**src/rtl/servo_pkg.sv**
```systemverilog
// Shared types and constants for the servo sweep controller: FSM states,
// Avalon register map and default timing for a 50 MHz clock.
package servo_pkg;

  typedef enum logic [1:0] {
    SWEEP_UP   = 2'd0,
    INT_MAX    = 2'd1,
    SWEEP_DOWN = 2'd2,
    INT_MIN    = 2'd3
  } sweep_state_t;

  localparam logic [1:0] ADDR_MIN  = 2'd0;
  localparam logic [1:0] ADDR_MAX  = 2'd1;
  localparam logic [1:0] ADDR_CTRL = 2'd2;
  localparam logic [1:0] ADDR_ACK  = 2'd3;

  localparam int DEF_PERIOD_CYC = 1_000_000;
  localparam int DEF_STEP_CYC   = 500;
  localparam int DEF_MIN_RST    = 50_000;
  localparam int DEF_MAX_RST    = 100_000;
  localparam int DEF_W          = 20;

endpackage

```
**src/rtl/servo_pwm_gen.sv**
```systemverilog
// Fixed-period PWM generator: free-running period counter, width compare
// and a one-cycle pulse on the last cycle of each period.
module servo_pwm_gen
  import servo_pkg::*;
#(
  parameter int PERIOD_CYC = DEF_PERIOD_CYC,
  parameter int W          = DEF_W
) (
  input  logic         clk,
  input  logic         reset_n,
  input  logic         enable,
  input  logic [W-1:0] cur_width,
  output logic         pwm_out,
  output logic         period_end
);

  localparam logic [W-1:0] LAST_CNT = W'(PERIOD_CYC - 1);

  logic [W-1:0] cnt;

  // NOTE: sequential state uses non-blocking assignments so every flop
  // samples pre-edge values regardless of process ordering.
  always_ff @(posedge clk or negedge reset_n) begin
    if (!reset_n)             cnt <= '0;
    else if (!enable)         cnt <= '0;
    else if (cnt == LAST_CNT) cnt <= '0;
    else                      cnt <= cnt + 1'b1;
  end

  // Gating with enable also drops the pulse the moment reset clears enable.
  assign pwm_out    = enable && (cnt < cur_width);
  assign period_end = enable && (cnt == LAST_CNT);

endmodule

```
**src/rtl/servo_sweep_ctrl.sv**
```systemverilog
// Avalon-MM servo sweep controller: limit/control registers, sweep FSM with
// interrupt handshake at each end, and the PWM generator instance.
module servo_sweep_ctrl
  import servo_pkg::*;
#(
  parameter int PERIOD_CYC = DEF_PERIOD_CYC,
  parameter int STEP_CYC   = DEF_STEP_CYC,
  parameter int MIN_RST    = DEF_MIN_RST,
  parameter int MAX_RST    = DEF_MAX_RST,
  parameter int W          = DEF_W
) (
  input  logic        clk,
  input  logic        reset_n,
  input  logic [1:0]  address,
  input  logic        write,
  input  logic [31:0] writedata,
  input  logic        read,
  output logic [31:0] readdata,
  output logic        pwm_out,
  output logic        irq
);

  localparam logic [W:0] STEP_X = (W+1)'(STEP_CYC);

  sweep_state_t state, state_nxt;
  logic [W-1:0] min_w, max_w, cur_width, cur_nxt;
  logic         enable, ack_pending, period_end;
  logic         enter_int, ack_consume, in_int;
  logic [W:0]   min_x, max_x, cur_x, up_sum, up_nxt, dn_diff, dn_nxt;
  logic         unused_wdata;

  wire wr_min  = write && (address == ADDR_MIN);
  wire wr_max  = write && (address == ADDR_MAX);
  wire wr_ctrl = write && (address == ADDR_CTRL);
  wire wr_ack  = write && (address == ADDR_ACK);

  assign unused_wdata = ^writedata[31:W];

  servo_pwm_gen #(.PERIOD_CYC(PERIOD_CYC), .W(W)) u_pwm (
    .clk       (clk),
    .reset_n   (reset_n),
    .enable    (enable),
    .cur_width (cur_width),
    .pwm_out   (pwm_out),
    .period_end(period_end)
  );

  always_ff @(posedge clk or negedge reset_n) begin
    if (!reset_n) state <= SWEEP_UP;
    else          state <= state_nxt;
  end

  // One extra bit keeps cur+STEP from wrapping; the subtract saturates at 0.
  assign min_x   = {1'b0, min_w};
  assign max_x   = {1'b0, max_w};
  assign cur_x   = {1'b0, cur_width};
  assign up_sum  = cur_x + STEP_X;
  assign up_nxt  = (up_sum > max_x) ? max_x : up_sum;
  assign dn_diff = (cur_x > STEP_X) ? (cur_x - STEP_X) : '0;
  assign dn_nxt  = (dn_diff < min_x) ? min_x : dn_diff;

  // NOTE: every output of this block gets a default first so no path
  // through the case can infer a latch.
  always_comb begin
    state_nxt   = state;
    cur_nxt     = cur_width;
    enter_int   = 1'b0;
    ack_consume = 1'b0;
    if (period_end) begin
      unique case (state)
        SWEEP_UP: begin
          if (up_nxt >= max_x) begin
            cur_nxt   = max_w;
            state_nxt = INT_MAX;
            enter_int = 1'b1;
          end else if (up_nxt < min_x) begin
            cur_nxt = min_w;
          end else begin
            cur_nxt = up_nxt[W-1:0];
          end
        end
        SWEEP_DOWN: begin
          if (dn_nxt <= min_x) begin
            cur_nxt   = min_w;
            state_nxt = INT_MIN;
            enter_int = 1'b1;
          end else if (dn_nxt > max_x) begin
            cur_nxt = max_w;
          end else begin
            cur_nxt = dn_nxt[W-1:0];
          end
        end
        INT_MAX: if (ack_pending) begin
          state_nxt   = SWEEP_DOWN;
          ack_consume = 1'b1;
        end
        INT_MIN: if (ack_pending) begin
          state_nxt   = SWEEP_UP;
          ack_consume = 1'b1;
        end
        default: state_nxt = SWEEP_UP;
      endcase
    end
  end

  always_comb begin
    in_int = (state == INT_MAX) || (state == INT_MIN);
  end

  always_ff @(posedge clk or negedge reset_n) begin
    if (!reset_n) begin
      cur_width   <= W'(MIN_RST);
      min_w       <= W'(MIN_RST);
      max_w       <= W'(MAX_RST);
      enable      <= 1'b0;
      ack_pending <= 1'b0;
      irq         <= 1'b0;
      readdata    <= '0;
    end else begin
      cur_width <= cur_nxt;
      if (wr_min)  min_w  <= writedata[W-1:0];
      if (wr_max)  max_w  <= writedata[W-1:0];
      if (wr_ctrl) enable <= writedata[0];

      // Acks outside an INT state are dropped so they cannot cause an early reversal.
      if (enter_int)             irq <= 1'b1;
      else if (wr_ack && in_int) irq <= 1'b0;

      if (ack_consume)           ack_pending <= 1'b0;
      else if (wr_ack && in_int) ack_pending <= 1'b1;

      if (read) begin
        unique case (address)
          ADDR_MIN:  readdata <= 32'(min_w);
          ADDR_MAX:  readdata <= 32'(max_w);
          ADDR_CTRL: readdata <= 32'({state, cur_width});
          default:   readdata <= '0;
        endcase
      end
    end
  end

endmodule

```
**config.mk**
```make
export PLATFORM = sky130hd
export DESIGN_NAME = servo_sweep_ctrl
export DESIGN_NICKNAME = d
export VERILOG_FILES = /design/src/rtl/servo_pkg.sv /design/src/rtl/servo_pwm_gen.sv /design/src/rtl/servo_sweep_ctrl.sv
export SDC_FILE = /design/constraint.sdc
export NUM_CORES = 1
export LEC_CHECK = 0
export ABC_AREA = 1
export CORE_MARGIN = 10
export CORE_UTILIZATION = 55
export CTS_CLUSTER_DIAMETER = 150
export DETAILED_ROUTE_END_ITERATION = 16
export GPL_TIMING_DRIVEN = 0
export PLACE_DENSITY = 0.78
export SLEW_MARGIN = 5
export SYNTH_ARGS = -nofsm -noshare
export SYNTH_HDL_FRONTEND = slang
export SYNTH_SLANG_ARGS = --single-unit
```
**constraint.sdc**
```tcl
create_clock -name clk -period 4.3 [get_ports clk]
set_input_delay 0.43 -clock clk [delete_from_list [all_inputs] [get_ports clk]]
set_output_delay 0.43 -clock clk [all_outputs]
set_load 0.03 [all_outputs]
```
=== Yosys cells after proc, flatten, opt, wreduce, memory -nomap -nowiden ===
Cells that the tools add are included.

* Output and inout port bits: 34
* Bits in registers: 117
* RAM bits: 0
* Word-level logic and storage cells: 74
* Memories kept: 0
* Latch bits: 0
* Memory bits (read-only): 0
* Bits of input ports: 38

* Bitwise gates (word level): 0
* Divide/modulo/power cells: 0
* Reduce and logical (&&, ||, !) cells: 16
* Mux-type cells: 27
* $add $sub $neg: 3
* Equal/unequal tests: 11
* Multipliers: 0
* Order comparisons: 8
* Shifts and indexed selects: 0

{| class="wikitable"
|+ Operators by type and width
! cell !! number
|-
| two-way mux 20 bit || 6
|-
| case mux 22 bit (3 select lines) || 1
|-
| two-way mux 21 bit || 3
|-
| greater-than comparator 21 x 20 -> 1 bit || 2
|-
| < comparator 21 x 20 -> 1 bit || 2
|-
| case mux 20 bit (2 select lines) || 1
|-
| adder 20 x 9 -> 21 bit, second input constant || 1
|-
| greater-or-equal comparator 21 x 20 -> 1 bit || 1
|-
| <= comparator 21 x 20 -> 1 bit || 1
|-
| subtractor 20 x 9 -> 21 bit, second input constant || 1
|-
| adder 20 x 1 -> 20 bit, second input constant || 1
|-
| == test 20 bit, second input constant || 1
|-
| greater-than comparator 20 x 9 -> 1 bit, second input constant || 1
|-
| < comparator 20 bit || 1
|-
| two-way mux 1 bit || 10
|-
| == test 2 bit, second input constant || 4
|-
| two-way mux 2 bit || 4
|-
| inequality test 2 bit, second input constant || 4
|-
| case mux 2 bit (4 select lines) || 1
|-
| logical AND 1 bit || 7
|-
| nonzero test 2 bit || 3
|-
| AND reduction 5 bit || 1
|-
| == test 2 x 1 -> 1 bit, second input constant || 2
|-
| logical NOT 2 bit || 2
|-
| 4 further kinds || 4
|}

=== Logic depth before layout (Yosys ltp) ===
* Depth after elaboration: 9
* Gate-level depth with buffers: 48
* Depth with buffers taken out: 46

=== By module ===
Synthesis repeated with hierarchy kept, for this count alone.

* Cells, all modules: 1656
* Area total of the unflattened synthesis: 11081.9 um2

{| class="wikitable"
|+ By module, submodules not included
! module !! area an instance (um2) !! cells an instance !! seq. area each (um2) !! instances
|-
| servo_sweep_ctrl || 9297.7 || 1391 || 2199.6 || 1
|-
| servo_pwm_gen || 1784.2 || 265 || 500.5 || 1
|}

=== Worst setup path before layout ===
No wires, ideal clock.

* Kind: reg-to-reg
* Start point: reg cur_width[3]
* End point: reg cur_width[5]
* Buffers on the path: 3
* Setup time: 0.120 ns
* Arrival: 4.532 ns
* Period minus slack after synthesis: 4.652 ns
* Cell stages (with the launch flop): 43
* Data required time: 4.180 ns
* Path slack: -0.352 ns
* Cells stage by stage: dfrtp_1 -> inv_1 -> ha_1 -> nand4_1 -> nand3_1 -> nand2_2 -> inv_1 -> clkbuf_1 -> nor2_1 -> ha_1 -> nand2_1 -> inv_1 -> nor2_1 -> o21a_1 -> nor2_1 -> o21ai_0 -> nand2_1 -> nand2_1 -> [7 not listed] -> nand2_1 -> inv_1 -> nand3_1 -> nor3_1 -> o21ai_0 -> nand3_1 -> nand2_1 -> a21oi_1 -> o21ai_0 -> nand2_1 -> nand2_1 -> nand2_2 -> nor2_2 -> buf_4 -> nand2_1 -> nand2_1 -> nor2_1 -> a21oi_2

* Longest elaborated chain between the ends: 8
* Elaborated cells between the ends (all ways): 17
* Classes of those cells: 2 x add/sub; 7 x order compare; 8 x mux

{| class="wikitable"
|+ RTL lines
! item !! line !! source
|-
| from (decl) || servo_sweep_ctrl.sv:26 || <nowiki>logic [W-1:0] min_w, max_w, cur_width, cur_nxt;</nowiki>
|-
| from (signal assigned) || servo_sweep_ctrl.sv:112 || <nowiki>cur_width <= W'(MIN_RST);</nowiki>
|-
| from (signal assigned) || servo_sweep_ctrl.sv:120 || <nowiki>cur_width <= cur_nxt;</nowiki>
|-
| subtractor 20 x 9 -> 21 bit / greater-than comparator 20 x 9 -> 1 bit (equally long branches) || servo_sweep_ctrl.sv:59 || <nowiki>assign dn_diff = (cur_x > STEP_X) ? (cur_x - STEP_X) : '0;</nowiki>
|-
| two-way mux 21 bit || servo_sweep_ctrl.sv:59 ||
|-
| < comparator 21 x 20 -> 1 bit || servo_sweep_ctrl.sv:60 || <nowiki>assign dn_nxt = (dn_diff < min_x) ? min_x : dn_diff;</nowiki>
|-
| two-way mux 21 bit || servo_sweep_ctrl.sv:60 ||
|-
| greater-than comparator 21 x 20 -> 1 bit || servo_sweep_ctrl.sv:87 || <nowiki>end else if (dn_nxt > max_x) begin</nowiki>
|-
| two-way mux 20 bit || servo_sweep_ctrl.sv:87 ||
|-
| two-way mux 20 bit || servo_sweep_ctrl.sv:83 || <nowiki>if (dn_nxt <= min_x) begin</nowiki>
|-
| case mux 20 bit (2 select lines) (*) || servo_sweep_ctrl.sv:70 || <nowiki>unique case (state)</nowiki>
|}

Mark *: on every way between the ends. The rest lies on a longest branch, timed or not.
A chain may end at the register's enable or synchronous reset.

=== Worst setup path in the final report ===
* Start point: reg cur_width[2]
* End point: reg cur_width[3]

Same word-level chain as after synthesis.

==> run summary <==
Avg Cell Area, Syn - 6.75 µm²
Layout cells sized above 1 - 17.6%
PD cells - 275 nW/µm²
Initial antenna violation count - 0
Skew-Pair Late Insertion Delay - 0.37 ns
Req. time, crit path - 4.59 ns
Global route overflow - 0
Crit-path slowest cell - dfrtp_2
First-pass GRT wire length - 60400 µm
Synth Instances - 1583
Die Area - 25400 µm²
Worst setup margin - -0.946 ns
Clock Sinks - 107
Vias in the first global route - 10900
CP max stage delay - 0.48 ns
Routability Congestion - 1.09
H-tree depth - 3
PortBufs - 46
Register area share after synthesis - 25.3%
DIE HEIGHT - 159 µm
Iter 0 DRT Violations - 1441
Total core area - 18900 µm²
Leak - 0.00662 µW
Fin crit period - 5.25 ns
# setup viols final - 23
DRC viols - 0
Final #Nets - 1884
Unrepaired setup endpoints after global routing - true
Diodes inserted - 0
WP buf/inv - 7
Inserted Clock Buffers - 9
Mean number of vias per cell - 5.89
Violated checks - setup timing
Distinct cells, synth - 55
Clock skew - 0.0110 ns
Fin crit share - 122%
Critical Path Fanout Max - 10
Slew at the pin with the worst max-slew slack - 0.834 ns
#FFs+latches synth - 107
Crit path DAT - 5.54 ns
Critical Path Start Type - flip-flop
CP Class - flip-flop to flip-flop
Largest net degree at the start of global routing - 57
Hold WC Path Type - input pin to asynchronous set/reset pin
R2R cell count - 40
Post-synth top area share - 20.9%
Initial core utilization - 56.5%
GRT Overall Usage - 29.6%
Cell Area, Synth - 10700 µm²
Die W - 159 µm
Main area contributors after synthesis - dfrtp_1 21%, ha_1 17%, nand2_1 16%
Area Growth Syn to Fin - 21.1%
Minimum hold slack - 0.0115 ns
Cell family with most CP delay - simple AND/OR/NAND/NOR gates
Max_slew headroom - 43.8%
Max Fclk - 191 MHz
Row cnt - 50
Status - complete, but fails checks
Cell mode on critical path - nand2_1
Pre-antenna DRT Iters - 8
Power Total - 3560 µW
Critical Path Sink Type - flip-flop
TritonCTS clock tree - yes
Post-Route WL - 38800 µm
Max Root-Sink Buffers - 2
WL/cell - 19.7 µm
Cts hold-fix bufs - 0
Stages on the worst setup path - 40
DP Wirelength - 30500 µm
VDD IR max - 0.237 mV
Clock transition at path regs - 0.08 ns
Fin area - 12900 µm²
Layout fillers - 1674
Total number of vias - 11600
Final Max Tran Viols - 0
Yosys top cell by area - dfrtp_1
Placed cell areas - 11600 µm²
Max_cap viols - 0
Clock root buffer - clkbuf_16
Warnings from Yosys - 0
Number of routed nets with antenna violations - 0
Hold Violations, Final - 0
IO Pins - 72
## worst register-to-register path: cells and delay by family (launching register included)
kind / cells / cell delay [ns]
simple gates: 25 / 2.46
buf+inv: 7 / 0.80
fa+ha+maj: 3 / 0.73
compound gates: 5 / 0.68
flops: 1 / 0.48
## final cells by class
cell class                      count  area (µm²)  share of cell area (%)
Buffer                             68         500                    3.87
Clock buffer                       11         253                    1.95
Clock inverter                      5        45.0                   0.348
Inverter                          205         808                    6.25
Multi-Input combinational cell   1212        7420                    57.4
Sequential cell                   107        2700                    20.9
Tap cell                          260         325                    2.52
Timing Repair Buffer               98         877                    6.78
## routing by layer
layer / global-route usage [%] / share of wire [%] / vias to the layer above
li1: - / - / 5466
met1: 38.0 / 40 / 5302
met2: 47.3 / 45 / 681
met3: 5.50 / 10 / 122
met4: 13.4 / 4.7 / 0
met5: 0 / 0 / -
## logic make-up after synthesis
| family | Yosys count | share of synthesized area, % |
|---|---|---|
| and+or+nand+nor | 759 | 30.5 |
| buffers and inverters | 273 | 10.9 |
| AOI/OAI and AO/OA | 272 | 14.0 |
| adders and majority gates | 145 | 17.0 |
| DFF | 107 | 25.3 |
| xor gates and xnor gates | 19 | 1.56 |
| muxes | 7 | 0.738 |
| other | 1 | 0.0351 |
## cells in the final DEF, fill, tap and decap left out, types with 18 or more instances in the layout
cell type        instances
nor2_2                  20
ha_1                   134
nand2_1                419
clkbuf_1                23
o21ai_0                 98
dfstp_2                 18
a21oi_2                 19
nand3_1                108
inv_1                  180
nand4_1                 25
dfrtp_1                 86
clkdlybuf4s50_1         45
nor2_1                  85
buf_4                   66
nor3_1                  29
nand2_2                 25
a21oi_1                 79
## worst paths after layout
| check | from | end | slack (ns) |
|---|---|---|---|
| max in group asynchronous | reset_n | min_w[14] | 3.58 |
| worst max register to register | cur_width[2] | cur_width[3] | -0.95 |
| worst min register to register | readdata[19] | readdata[19] | 0.51 |
| worst min-delay path | reset_n | readdata[4] | 0.01 |
| worst max-delay path | cur_width[2] | cur_width[3] | -0.95 |
| min in group clk | readdata[19] | readdata[19] | 0.51 |
## state kept, by name (all words and copies together) (netlist names)
| name | flops |
|---|---|
| ack_pending | 1 |
| readdata | 22 |
| min_w | 20 |
| irq | 1 |
| u_pwm.cnt | 20 |
| cur_width | 20 |
| enable | 1 |
| state | 2 |
| max_w | 20 |
## stage by stage
stage	utilization [%]	TNS (ns)	instances	setup slack [ns]
after floorplan	-	-1.65	1592	-0.129
after global placement	61.4	-155.50	1898	-1.65
after detailed placement	61.5	-36.47	1899	-1.71
after CTS	67.9	-15.91	1963	-0.740
after global routing	68.4	-26.41	1966	-1.23
final	68.4	-20.31	1966	-0.946
## synthesized netlist by cell type, drive strengths merged
cell,instances
a211oi,7
a21boi,1
a21o,2
a21oi,100
a22oi,1
a311oi,1
a31oi,3
and2,1
and3,1
buf,37
clkbuf,31
clkinv,3
conb,1
dfrtp,89
dfstp,18
ha,145
inv,202
mux2,7
nand2,454
nand3,113
nand3b,2
nand4,26
nor2,113
nor3,40
nor3b,2
nor4,6
o2111ai,1
o211ai,3
o21a,6
o21ai,125
o21bai,1
o221ai,6
o22ai,13
o31ai,2
or2,1
xnor2,2
xor2,17
## power by group
group | internal [µW] | leakage [µW] | switching [µW]
logic | 533 | 0.00512 | 921
registers | 1110 | 0.00136 | 119
clock network | 435 | 0.000144 | 447
total | 2070 | 0.00662 | 1490
## timing repair
action,in CTS,in global routing
setup buffers,45,3
cloned,3,0
endpoints found under the setup margin,23,23
pin swaps,44,7
gates resized for setup,148,21
Note: power is estimated with default switching activity, not from simulation.
